`src/rtl/sorter_pkg.sv`:
```
// Shared types and defaults for the byte sorter pipeline.
// The load stage imports the state enum, element defaults and padding value from here.
package sorter_pkg;

    localparam int SORTER_W = 8;
    localparam int SORTER_N = 5;

    // All-ones padding sorts last under ascending order.
    localparam logic [SORTER_W-1:0] PAD = '1;

    typedef enum logic {
        FILL = 1'b0,
        FULL = 1'b1
    } load_state_t;

    typedef logic [SORTER_N-1:0][SORTER_W-1:0] frame_t;

endpackage

```
`src/rtl/sorter_load_stage.sv`:
```
// Serial-to-parallel load stage: gathers N elements into a frame and hands it downstream.
// Optional early-completion input in_flush is enabled by defining SORTER_LOAD_FLUSH_EN.
module sorter_load_stage
    import sorter_pkg::*;
#(
    parameter int W  = SORTER_W,
    parameter int N  = SORTER_N,
    parameter int CW = 16
) (
    input  logic                   clk,
    input  logic                   rst,
    input  logic [W-1:0]           in_data,
    input  logic                   in_valid,
    output logic                   in_ready,
    output logic [N*W-1:0]         out_frame,
    output logic                   out_valid,
    input  logic                   out_ready,
    output logic [$clog2(N+1)-1:0] fill_count,
`ifdef SORTER_LOAD_FLUSH_EN
    input  logic                   in_flush,
`endif
    output logic [CW-1:0]          frame_cnt
);

    localparam int FCW = $clog2(N+1);
    localparam logic [W-1:0] FILL_PAD = {W{1'b1}};

    load_state_t              state;
    logic [N-1:0][W-1:0]      slots;
    logic                     accept;

    // A full frame frees its slot only when the consumer takes it this cycle.
    assign in_ready  = (state == FILL) || out_ready;
    assign accept    = in_valid && in_ready;
    assign out_valid = (state == FULL);
    assign out_frame = slots;

    always_ff @(posedge clk) begin
        if (rst) begin
            state      <= FILL;
            fill_count <= '0;
            frame_cnt  <= '0;
            slots      <= '0;
        end else begin
            case (state)
                FILL: begin
                    if (accept) begin
                        for (int k = 0; k < N; k++) begin
                            if (fill_count == FCW'(k)) begin
                                slots[k] <= in_data;
                            end
                        end
                    end
`ifdef SORTER_LOAD_FLUSH_EN
                    // Same-cycle element lands at fill_count; padding covers the rest.
                    if (in_flush && (accept || fill_count != '0)) begin
                        for (int k = 0; k < N; k++) begin
                            if ((FCW'(k) > fill_count) ||
                                (!accept && FCW'(k) == fill_count)) begin
                                slots[k] <= FILL_PAD;
                            end
                        end
                        fill_count <= FCW'(N);
                        state      <= FULL;
                    end else
`endif
                    if (accept) begin
                        if (fill_count == FCW'(N-1)) begin
                            fill_count <= FCW'(N);
                            state      <= FULL;
                        end else begin
                            fill_count <= fill_count + FCW'(1);
                        end
                    end
                end
                FULL: begin
                    // Handoff may coincide with the first element of the next frame.
                    if (out_ready) begin
                        frame_cnt <= frame_cnt + CW'(1);
                        state     <= FILL;
                        if (accept) begin
                            slots[0]   <= in_data;
                            fill_count <= FCW'(1);
                        end else begin
                            fill_count <= '0;
                        end
                    end
                end
                default: begin
                    state <= FILL;
                end
            endcase
        end
    end

endmodule

```
`config.mk`:
```
export PLATFORM = sky130hd
export DESIGN_NAME = sorter_load_stage
export DESIGN_NICKNAME = d
export VERILOG_FILES = /design/src/rtl/sorter_pkg.sv /design/src/rtl/sorter_load_stage.sv
export SDC_FILE = /design/constraint.sdc
export NUM_CORES = 1
export LEC_CHECK = 0
export CELL_PAD_IN_SITES_DETAIL_PLACEMENT = 0
export CELL_PAD_IN_SITES_GLOBAL_PLACEMENT = 1
export CORE_MARGIN = 2
export CORE_UTILIZATION = 34
export DETAILED_ROUTE_END_ITERATION = 12
export PLACE_DENSITY_LB_ADDON = 0.25
export SLEW_MARGIN = 0
export SYNTH_ARGS = -nofsm -noshare
export SYNTH_HDL_FRONTEND = slang
export SYNTH_SLANG_ARGS = --single-unit
```
`constraint.sdc`:
```
create_clock -name clk -period 2.1 [get_ports clk]
set_input_delay 0.63 -clock clk [delete_from_list [all_inputs] [get_ports clk]]
set_output_delay 0.63 -clock clk [all_outputs]
set_load 0.02 [all_outputs]
```
==> impl_metrics.csv <==
group,metric,value,unit
place,hpwl,4250,um
clock_network,cts_root_buffer,"clkbuf_8",
logic_synthesis,synth_edf_count,0,
timing,min_period,2.04,ns
logic_synthesis,ys_seq_area_share,50.4,%
floorplan,die_x,87.7,um
place,port_buffers,72,
clock_network,cts.htree.levels,3,
setup_path,critPathKind,"register to output pin",
power_and_ir_drop,leakagePower,1.32,nW
clock_network,clkSinkCount,60,
setup_path,end_kind,"output pin",
floorplan,ios,73,
logic_synthesis,yosysUniqueCellTypes,30,
timing,worst_pin_slew,0.371,ns
setup_path,crit_fanout,5,
setup_path,crit_chain,"clkdlybuf4s50_1",
detailed_routing,via_count,2120,
setup_path,required,1.47,ns
floorplan,dieArea,0.00769,mm^2
global_route,grt_pass1_wl,9600,um
logic_synthesis,yosys.area.top_type_share,50.4,%
layout,nNetsFinal,380,
setup_path,crit_path_start_kind,"register",
detailed_routing,drt_first_pass_iters,4,
timing,fin_skew,0.0104,ns
clock_network,clk_pin_slew,0.07,ns
logic_synthesis,syn_area,0.00238,mm^2
power_and_ir_drop,p_per_area,703,mW/mm^2
logic_synthesis,synth_area_leaders,"dfxtp_1 50%, nand2_1 7.7%, a21oi_1 6.9%",
global_route,grt_pass1_vias,1924,
setup_path,cp_slowest_cell,"clkdlybuf4s50_1",
clock_network,clk_path_buf_depth,2,
logic_synthesis,synth_most_common_cell,"dfxtp_1",
floorplan,rows,30,
timing,maxSlewViolCount,0,
floorplan,die_h,87.7,um
setup_path,r2r-start,"frame_cnt[4]",
logic_synthesis,yosys.area.top_type,"dfxtp_1",
layout,num_antenna_cells,0,
setup_path,cpPeakStageDelay,0.64,ns
logic_synthesis,ys_ff_latch,60,
layout,syn_to_final_growth,48.0,%
clock_network,postCtsSetupBuffers,0,
place,place_congestion,0.735,
global_route,grt_overflow_total,0,
global_route,antenna_found_initial,0,
hold_path,min_path_type,"register to register",
detailed_routing,final_antenna_net_count,0,
detailed_routing,drc,0,
detailed_routing,drt_wl_total,6100,um
clock_network,cts_tree,"done",
timing,rsz0062_at_grt,"no",
setup_path,path_depth,1,
detailed_routing,viasPerCell,4.60,
hold_path,min_path_cells,2,
logic_synthesis,synth_cells,274,
clock_network,clock_latency,0.33,ns
logic_synthesis,ys_async_sr_fraction,0,%
logic_synthesis,synth_top_cells_by_count,"60 x dfxtp_1, 49 x nand2_1, 33 x a21oi_1, 32 x nor2_1, 16 x mux2i_1",
timing,hold_slack,0.452,ns
logic_synthesis,syn_nets,292,
layout,drive_above_1_share,9.86,%
job,cap_violations,0,
floorplan,coreArea,0.00679,mm^2
setup_path,rr_worst_depth,4,
floorplan,floorplan.initialDensity,35.1,%
detailed_routing,drtIter0Drc,73,
timing,fin_crit_sh,97.0,%
power_and_ir_drop,ir_drop,0.000318,V
timing,relSlewSlack,75.2,%
global_route,track_usage,16.3,%
timing,final-setup-viol-count,0,
logic_synthesis,syn_area_per_cell,8.69,um^2
logic_synthesis,ys_warn_count,0,
timing,finalHoldViolations,0,
logic_synthesis,synthFlopType,"dfxtp_1",
status,status,"complete, no violations",
timing,max_freq,0.491,GHz
setup_path,path_delay_family,"buffers and inverters",
setup_path,reg2reg_slack,0.32,ns
setup_path,worst-path-buf-inv,1,
detailed_routing,wl_per_cell,13.2,um
hold_path,worstHoldStart,"out_frame[35]",
clock_network,numCtsBuffers,9,
setup_path,crit_arrival,1.41,ns
global_route,grt_max_degree,43,
setup_path,startpoint,"fill_count[1]",
power_and_ir_drop,p_total,2.48,mW
-- what timing repair did --
action,4_1_cts,5_1_grt
gates resized for setup,5,3
endpoints found under the hold margin,0,0
hold buffers,0,0
pin swaps,0,1
gates cloned,0,0
endpoints found under the setup margin,2,4
-- registers in the layout, indices dropped and copies added, names as in the netlist --
register	cells
out_frame	40
frame_cnt	16
fill_count	3
out_valid	1
-- where the power goes --
group | switching, mW | leakage (nW) | internal [mW]
combinational | 0.142 | 0.732 | 0.129
sequential | 0.0193 | 0.486 | 1.17
clock | 0.423 | 0.0983 | 0.598
total | 0.584 | 1.32 | 1.90
-- through the flow --
stage | setup WS [ns] | area, um^2 | cells | TNS [ns] | utilization [%]
6_report | 0.0639 | 3530 | 461 | 0 | 51.9
5_1_grt | 0.00746 | 3530 | 461 | 0 | 51.9
4_1_cts | 0.0219 | 3520 | 461 | 0 | 51.8
3_5_place_dp | -0.362 | 3330 | 447 | -1.75 | 49.0
3_3_place_gp | -0.359 | 3330 | 447 | -1.42 | 49.0
2_1_floorplan | 0.295 | 2380 | 274 | 0 | -
-- final timing paths --
check / end
hold reg to reg: out_frame[35]
setup / recovery: fill_count[1]
hold / removal: out_frame[35]
setup reg to reg: frame_cnt[15]
-- worst reg2reg max path: stages, from the launching register on --
cell	delay [ns]
dfxtp_1	0.43
nand3_1	0.25
or3_4	0.45
or4_1	0.47
a21oi_1	0.14
-- final cells by class --
class                   count  area, um^2
flip-flops and latches     60        1200
inverters                   7        26.3
clock buffers              12         155
fillers                   629        3270
multi-input cells         195        1100
repair buffers             89         883
clock inverters             2        35.0
well taps                  96         120
-- cell usage in the layout (no fill, tap or decap), types with 3 or more instances in the layout --
cell             Yosys  layout
buf_12               0       3
inv_1                7       7
clkdlybuf4s50_1      0      67
clkbuf_8             0      11
dlymetal6s2s_1       0       3
and3_1               3       3
xnor2_1             10      10
nor2_1              32      32
o21ai_0              6       6
ha_1                 6       6
nor4_1               4       4
buf_4                1      14
dfxtp_1             60      59
mux2i_1             16      16
a21oi_1             33      33
nand3_1             14      14
nand2_1             49      49
or3_1                5       5
-- cells by family after synthesis --
family                     synth area share [%]
and+or+nand+nor                            23.6
xor gates and xnor gates                   3.68
AOI/OAI and AO/OA                          9.19
adders and majority gates                  3.15
buffers and inverters                      3.26
muxes                                      6.72
DFF                                        50.4
-- metal layers --
| metal | GRT usage [%] | up-vias | part of all wire [%] |
|---|---|---|---|
| li1 | - | 1096 | - |
| met3 | 4.43 | 10 | 5.3 |
| met1 | 21.5 | 959 | 47 |
| met2 | 25.1 | 55 | 46 |
| met5 | 0 | - | 0 |
| met4 | 7.13 | 0 | 1.5 |
(Power assumes the default switching activity.)
